**src/rtl/if_prefetch_queue.sv**
```systemverilog
// if_prefetch_queue: FIFO of fetched {pc, instr} pairs between IF and ID, flushed by a taken branch
// Ports: clk, rst (async active-low); in_valid/in_pc/in_instr/in_ready push side (freeze = ~in_ready);
// flush clears the queue; out_valid/out_pc/out_instr/out_ready first-word fall-through head; count = occupancy.
module if_prefetch_queue #(
  parameter int DEPTH = 4,
  parameter int PTR_W = 2,
  parameter int WIDTH = 32
) (
  input  logic             clk,
  input  logic             rst,
  input  logic             in_valid,
  input  logic [WIDTH-1:0] in_pc,
  input  logic [WIDTH-1:0] in_instr,
  output logic             in_ready,
  input  logic             flush,
  output logic             out_valid,
  output logic [WIDTH-1:0] out_pc,
  output logic [WIDTH-1:0] out_instr,
  input  logic             out_ready,
  output logic [PTR_W:0]   count
);
  localparam logic [PTR_W:0] FULL = (PTR_W+1)'(DEPTH);
  logic [WIDTH-1:0] pc_mem [DEPTH];
  logic [WIDTH-1:0] instr_mem [DEPTH];
  logic [PTR_W-1:0] wr_ptr, rd_ptr;
  logic             push, pop;
  assign in_ready  = count != FULL;
  assign out_valid = count != '0;
  assign push      = in_valid & in_ready & ~flush;
  assign pop       = out_valid & out_ready & ~flush;
  // empty queue presents zeros so ID sees a NOP
  assign out_pc    = out_valid ? pc_mem[rd_ptr] : '0;
  assign out_instr = out_valid ? instr_mem[rd_ptr] : '0;
  always_ff @(posedge clk or negedge rst) begin
    if (!rst) begin
      wr_ptr <= '0;
      rd_ptr <= '0;
      count  <= '0;
    end else if (flush) begin
      wr_ptr <= '0;
      rd_ptr <= '0;
      count  <= '0;
    end else begin
      wr_ptr <= push ? wr_ptr + 1'b1 : wr_ptr;
      rd_ptr <= pop ? rd_ptr + 1'b1 : rd_ptr;
      count  <= count + {{PTR_W{1'b0}}, push} - {{PTR_W{1'b0}}, pop};
    end
  end
  always_ff @(posedge clk) begin
    if (push) begin
      pc_mem[wr_ptr]    <= in_pc;
      instr_mem[wr_ptr] <= in_instr;
    end
  end
endmodule

```
**config.mk**
```make
export PLATFORM = sky130hd
export DESIGN_NAME = if_prefetch_queue
export DESIGN_NICKNAME = d
export VERILOG_FILES = /design/src/rtl/if_prefetch_queue.sv
export SDC_FILE = /design/constraint.sdc
export NUM_CORES = 1
export LEC_CHECK = 0
export ABC_CLOCK_PERIOD_IN_PS = 2800
export BUFFER_PORTS_ARGS = -buffer_cell sky130_fd_sc_hd__buf_2
export CORE_UTILIZATION = 41
export DETAILED_ROUTE_END_ITERATION = 10
export SLEW_MARGIN = 20
export SYNTH_ARGS = -nofsm -noshare
export SYNTH_HDL_FRONTEND = slang
export SYNTH_SLANG_ARGS = --single-unit
```
**constraint.sdc**
```tcl
create_clock -name clk -period 2.8 [get_ports clk]
set_clock_uncertainty 0.2 [all_clocks]
set_input_delay 0 -clock clk [delete_from_list [all_inputs] [get_ports clk]]
set_output_delay 0 -clock clk [all_outputs]
set_load 0.01 [all_outputs]
```
# Yosys cells after proc, flatten, opt, wreduce, memory -nomap -nowiden
# Memory sizes are Yosys's and may differ from the RTL's.
# Cells that the tools add are included.
# totals
regBits	7
ramBits	256
n_memories	2
# memory_table
name	depth	word_bits	read_ports	rd_ports_with_merged_regs	write_ports	line_no	text
instr_mem	4	32	1	0	1	24	logic [WIDTH-1:0] instr_mem [DEPTH];
pc_mem	4	32	1	0	1	23	logic [WIDTH-1:0] pc_mem [DEPTH];
# classes
add_sub_neg	4
n_eq_ne	1
mux	9
bitwise_logic	5
n_reduce_logical	3
# op_table
cell	count
$mux 32	2
$mux 2	4
$add 2x1->2 const B	2
$and 1x1->1	4
$reduce_bool 2->1	2
$add 3x1->3	1
$mux 3	1
$ne 3x3->1 const B	1
$reduce_bool 3->1	1
$sub 3x1->3	1
$mux 1	2
$not 1->1	1

# Depth between registers and ports, before layout
# Gate-level depths: netlist of the first run.
# logic_depth
ltp_word	6
ltp_mapped	10
depth_no_buf	10

# Worst setup path before layout of the first run
# Ideal clock, no wire load.
# synth_timing
kind	register to register
start	register count[2]
end	memory instr_mem[0][0] (enable)
arrival_ns	2.464
t_required_ns	2.171
slack_ns	-0.293
stages_incl_launch_ff	4
path_buffers	0
cell_sequence	dfrtp_1 -> nor3b_1 -> nor3_1 -> and2_1
# synth_between
elab_chain_cells	5
# synth_lines
item	line_no	text
start: declaration	20	output logic [PTR_W:0] count
start signal: assignment	46	count <= count + {{PTR_W{1'b0}}, push} - {{PTR_W{1'b0}}, pop};
$ne 3x3->1	27	assign in_ready = count != FULL;
$and 1x1->1 (2 in series)	29	assign push = in_valid & in_ready & ~flush;
$mux 1	50	if (push) begin
$mux 1 (not written as such)	52	instr_mem[wr_ptr] <= in_instr;
end: declaration	24	
# Every way passes these cells.

# Final worst setup path of the first run
# layout_timing
start	register count[2]
end	register count[2]
# layout_between
elab_chain_cells	6
# layout_lines
item	line_no	text
$ne 3x3->1	27	
$and 1x1->1 (2 in series)	29	
$add 3x1->3	46	
$sub 3x1->3 *	46	
$mux 3 *	39	end else if (flush) begin
# Every way passes the cells marked *; elsewhere a longest branch is shown, timed or not.
# A chain may end at the register's enable or synchronous reset.

==> run metrics, run 1 <==
Via density=4.91; slack of the critical path=0.192 ns; Slew Limit Headroom=70.1%; largest net degree at the start of global routing=65; Cell variety after synth=23; post-CTS sizing=0; die height=159 um; top cells by count, synth=edfxtp_1, and2_1, mux4_2; crit path max fanout=6; Sinks on Clock Net=263; Fmax=0.383 GHz; first-pass GRT wire length=30.5 mm; layout cells sized above 1=35.9%; syn avg cell area=22.3 um2; Pins Over Slew Limit=0; Die ar.=25,300 um2; via count=5,002; # IOs=138; endpoints failing setup=0; leakage power=4.42 nW; gr usage total=15.5%; pre-CTS setup slack=0.212 ns; Final Util=52.5%; Primary FF master, synth=edfxtp_1; Synth async-reset ratio=2.66%; DRT antenna net count=0; initial antenna violation count=2; Yosys top cell by area=edfxtp_1; Mapped Area=10,100 um2; total gr overflow=0; CORE AREA=24,200 um2; Post-synth EDFFs=256; cts bufs inserted=27; critical path launch point type=register; first-pass detailed-route iteration total=6; Port Buffers=137; worst path arrival time=2.80 ns; RSZ-0062 raised after global routing=false; worst slew pin tran=0.449 ns; area grow syn2layout=25.7%; Initial Util=41.7%; hpwl dp=10.6 mm; fin crit period=2.61 ns; clk_lat worst skew=0.51 ns; 1st-iter DRT viols=201; clock-pin slew on the worst setup and hold paths=0.06 ns; max cap viols=0; Seq cells post-synth=263; yosys warns=0; Final period util=93.2%; vias in the first global route=5,598; Mapped Cells=453; worst endpoint required time=3.00 ns; Synth top area share=76.0%; Syn Nets=529; Std-Cell Rows=57; clk buf depth=3; H-tree lvl count=1; WL final=19.1 mm; CP Class=reg2reg; RePlAce Congestion=0.745; setup TNS=0 ns; Residual DRC=0; chip width=159 um; clock root cell=clkbuf_16; DR WL/cell=18.8 um; Worst Setup End Kind=register; Pwr Density=818 nW/um2; status=complete, no violations; Hold Vio Cnt, Final=0; most common cell in the synthesized netlist=edfxtp_1; CTS tree=built; proportion of synthesized chip area in sequential cells=77.7%; FILL cells=1,966; Peak VDD IR=0.000668 V; setup repair bufs after CTS=0; HP Class=in2reg; top post-synthesis cells by area=edfxtp_1, mux4_2, and2_1, dfrtp_1, ha_1; Final nets=756
critical path, cell delays in order (launching register included):
cell and delay (ns):
dfrtp_1 0.44, nor3b_1 0.19, nor3_1 0.32, inv_1 0.09, ha_1 0.30, inv_1 0.06, ha_1 0.14, inv_1 0.05
fa_1 0.42, xnor2_1 0.21, nor2_1 0.07
placed cells by master (no fill, tap or decap):
cell type | Yosys | layout
o311ai_0 | 1 | 1
clkbuf_16 | 0 | 27
buf_4 | 0 | 6
mux4_2 | 64 | 64
clkinv_2 | 0 | 1
o31ai_1 | 1 | 1
ha_1 | 6 | 6
nor2b_1 | 1 | 1
nor2_1 | 6 | 6
buf_12 | 0 | 7
dlygate4sd3_1 | 0 | 70
nor3b_1 | 1 | 1
fa_1 | 1 | 1
buf_2 | 8 | 137
or3_2 | 0 | 1
diode_2 | 0 | 2
clkbuf_1 | 9 | 6
edfxtp_1 | 256 | 256
clkinv_1 | 0 | 8
o21ai_0 | 1 | 1
and2_1 | 68 | 64
nor3_1 | 1 | 1
or3_1 | 2 | 1
mux2i_1 | 1 | 1
inv_1 | 7 | 7
a21oi_1 | 1 | 1
nand2b_1 | 2 | 2
dfrtp_1 | 7 | 5
xnor2_1 | 1 | 1
dfrtp_4 | 0 | 2
and2_4 | 0 | 4
xor2_1 | 3 | 3
stage by stage:
| step | hold slack, ns | instances | cell area (um2) | power [mW] |
|---|---|---|---|---|
| finish | 0.0338 | 1019 | 12700 | 10.4 |
| global route | 0.0229 | 1019 | 12700 | 10.9 |
| CTS | 0.0106 | 1017 | 12700 | 10.6 |
| detailed placement | -0.355 | 905 | 11300 | 7.44 |
| global placement | -0.364 | 905 | 11300 | 7.41 |
| floorplan | -0.496 | 453 | 10100 | 6.42 |
registers in the layout, summed over array words and instances (netlist names):
name	flops
wr_ptr	2
count	3
rd_ptr	2
instr_mem	128
pc_mem	128
cell type report:
type	instances	area (um2)	share of cell area, %
multi-input combinational	161	2110	16.6
clock buffer	33	698	5.49
timing repair buffer	220	1570	12.4
clock inverter	9	35.0	0.275
inverter	7	26.3	0.207
antenna	2	5.00	0.0393
tap	324	405	3.19
sequential	263	7870	61.9
timing repair:
action / in CTS / in global routing
setup endpoints to repair: 0 / 0
endpoints found under the hold margin: 270 / 0
hold buffers: 70 / 0
logic make-up (layout without fill, tap and decap cells):
| kind of cell | Yosys count | in the layout | share of synthesized area, % |
|---|---|---|---|
| DFF | 263 | 263 | 77.7 |
| and+or+nand+nor | 81 | 81 | 4.86 |
| muxes | 65 | 65 | 14.3 |
| buffers and inverters | 29 | 269 | 1.55 |
| adders and majority gates | 7 | 7 | 0.940 |
| AOI/OAI and AO/OA | 4 | 4 | 0.260 |
| xor gates and xnor gates | 4 | 4 | 0.346 |
| other | 0 | 2 | 0 |
worst paths after layout:
check                                       from                          to  slack, ns  depth (start not counted)
min                                 in_instr[12]  instr_mem[2][12]$_DFFE_PP_       0.03                          2
min in group asynchronous                    rst       wr_ptr[1]$_DFFE_PN0P_       0.27                          3
min reg2reg                wr_ptr[1]$_DFFE_PN0P_       wr_ptr[1]$_DFFE_PN0P_       0.39                          2
max reg2reg                   count[2]$_DFF_PN0_          count[2]$_DFF_PN0_       0.19                         10
max in group asynchronous                    rst       rd_ptr[1]$_DFFE_PN0P_       1.84                          3
max                           count[2]$_DFF_PN0_          count[2]$_DFF_PN0_       0.19                         10
routing by layer:
| layer | global-route usage, % | vias to the layer above | wire [um] |
|---|---|---|---|
| li1 | - | 2284 | - |
| met1 | 20.4 | 2557 | 8240 |
| met2 | 26.2 | 131 | 9590 |
| met3 | 3.44 | 30 | 933 |
| met4 | 3.98 | 0 | 352 |
| met5 | 0 | - | 0 |
power breakdown:
part / switching, mW / internal (mW) / total, mW
Sequential: 0.133 / 4.54 / 4.68
Combinational: 1.34 / 1.35 / 2.70
Clock: 1.30 / 1.73 / 3.03
(Power assumes the default switching activity.)
==> inputs of run 2 (changes only) <==
--- a/config.mk
+++ b/config.mk
@@ -9,7 +9,10 @@
 export BUFFER_PORTS_ARGS = -buffer_cell sky130_fd_sc_hd__buf_2
 export CORE_UTILIZATION = 41
 export DETAILED_ROUTE_END_ITERATION = 10
+export REMOVE_ABC_BUFFERS = 1
+export SETUP_SLACK_MARGIN = 0.4
 export SLEW_MARGIN = 20
 export SYNTH_ARGS = -nofsm -noshare
 export SYNTH_HDL_FRONTEND = slang
 export SYNTH_SLANG_ARGS = --single-unit
+export TNS_END_PERCENT = 50
==> run metrics, run 2 (synthesized netlist as in run 1, its figures left out) <==
first-pass GRT wire length=31.1 mm; Pins Over Slew Limit=0; logic gate share of total power=28.4%; Worst Setup End Kind=primary output; max cap viols=0; clk buf depth=3; via count=5,167; CP top delay family=multiplexers; Residual DRC=0; 1st-iter DRT viols=217; gr usage total=15.9%; worst stage delay on the critical path=0.51 ns; DRT antenna net count=0; Hold Vio Cnt, Final=0; Peak VDD IR=0.000510 V; HP Class=in2reg; crit-path cells=clkbuf_8, buf_16, mux4_2, and2_1, buf_2; layout cells sized above 1=38.3%; chip width=159 um; Pwr Density=847 nW/um2; clock root cell=clkbuf_16; Tot Pwr=11.1 mW; Slew Limit Headroom=68.2%; endpoints failing setup=0; Flop pwr share=41.5%; DR WL/cell=19.6 um; Final period util=83.2%; area grow syn2layout=29.9%; clock share of power=30.1%; worst slew pin tran=0.477 ns; die height=159 um; WP buf/inv=3; fin crit period=2.33 ns; initial antenna violation count=1; Initial Util=41.7%; CTS tree=built; dpl cell area=11,300 um2; critical path launch point type=register; Sinks on Clock Net=263; WL final=20.4 mm; Worst path slowest cell=mux4_2; Fmax=0.429 GHz; CORE AREA=24,200 um2; Final nets=774; Top Registers=instr_mem x128, pc_mem x128, count x3; Net Sw Frac=26.7%; crit path max fanout=8; slack of the critical path=0.472 ns; # IOs=138; Die ar.=25,300 um2; commonest non-fill, non-tap cell in the layout=edfxtp_1; Std-Cell Rows=57; cts bufs inserted=27; clock-pin slew on the worst setup and hold paths=0.06 ns; clk_lat worst skew=0.51 ns; hpwl dp=11.0 mm; RePlAce Congestion=0.722; pre-CTS setup slack=0.349 ns; largest net degree at the start of global routing=66; total gr overflow=0; most frequent cells in the layout=edfxtp_1, buf_2, dlygate4sd3_1; diodes inserted=0; worst path arrival time=2.13 ns; Internal=8.17 mW; CP Class=reg2out; H-tree lvl count=1; leakage power=4.63 nW; Port Buffers=137; Via density=4.96; RSZ-0062 raised after global routing=true; Sw Pwr=2.97 mW; first-pass detailed-route iteration total=4; worst endpoint required time=2.60 ns; Final Cell Area=13,100 um2; status=complete, no violations; vias in the first global route=5,625
## run 2: cell count changes in the layout (fill, tap and decap cells not counted), sizes merged
cell | before | now
buf | 150 | 159
bufinv | 0 | 2
clkbuf | 33 | 45
clkinv | 9 | 7
diode | 2 | 0
dlygate4sd3 | 70 | 73
dlymetal6s4s | 0 | 1
## run 2: power groups by stage
stage          registers (mW)  clock network [mW]  logic, mW
2_1_floorplan            4.89                   0       1.48
3_3_place_gp             4.68                   0       2.71
3_5_place_dp             4.70                   0       2.73
4_1_cts                  4.64                3.44       2.90
5_1_grt                  4.65                3.59       3.43
6_report                 4.63                3.35       3.16
## run 2: metrics by stage
stage	std cells	hold WS (ns)	TNS (ns)	util, %
floorplan	431	-0.496	-129.63	-
global placement	906	-0.361	0	46.6
detailed placement	906	-0.355	0	46.6
CTS	1030	0.0141	0	53.3
global route	1042	0.0283	0	54.2
finish	1042	0.0315	0	54.2
## run 2: layout make-up
| type | instances | area (um2) |
|---|---|---|
| Fill cell | 1942 | 11100 |
| Sequential cell | 263 | 7870 |
| Multi-Input combinational cell | 161 | 2140 |
| Timing Repair Buffer | 238 | 1880 |
| Clock buffer | 40 | 734 |
| Tap cell | 324 | 405 |
| Clock inverter | 9 | 92.6 |
| Inverter | 7 | 26.3 |
## run 2: timing repair
action	CTS	global route
gates cloned	1	6
hold buffers	74	0
endpoints found under the setup margin	65	66
pin swaps	0	0
endpoints found under the hold margin	270	0
gates resized for setup	4	11
setup buffers	0	6
## run 2: worst paths after layout
check | endpoint | from | slack [ns] | cells after the start
max | out_pc[14] | rd_ptr[0]$_DFFE_PN0P_ | 0.47 | 5
min | instr_mem[3][5]$_DFFE_PP_ | in_instr[5] | 0.03 | 2
max reg2reg | count[2]$_DFF_PN0_ | count[0]$_DFF_PN0_ | 0.48 | 10
min reg2reg | count[1]$_DFF_PN0_ | count[1]$_DFF_PN0_ | 0.55 | 2
max in group asynchronous | rd_ptr[0]$_DFFE_PN0P_ | rst | 1.86 | 3
min in group asynchronous | count[0]$_DFF_PN0_ | rst | 0.25 | 3
## run 2: per-layer routing
layer | wire, um | global-route usage, %
met4 | 233 | 3.54
met3 | 956 | 3.05
met5 | 10 | 0
met2 | 9860 | 25.6
met1 | 9350 | 22.6
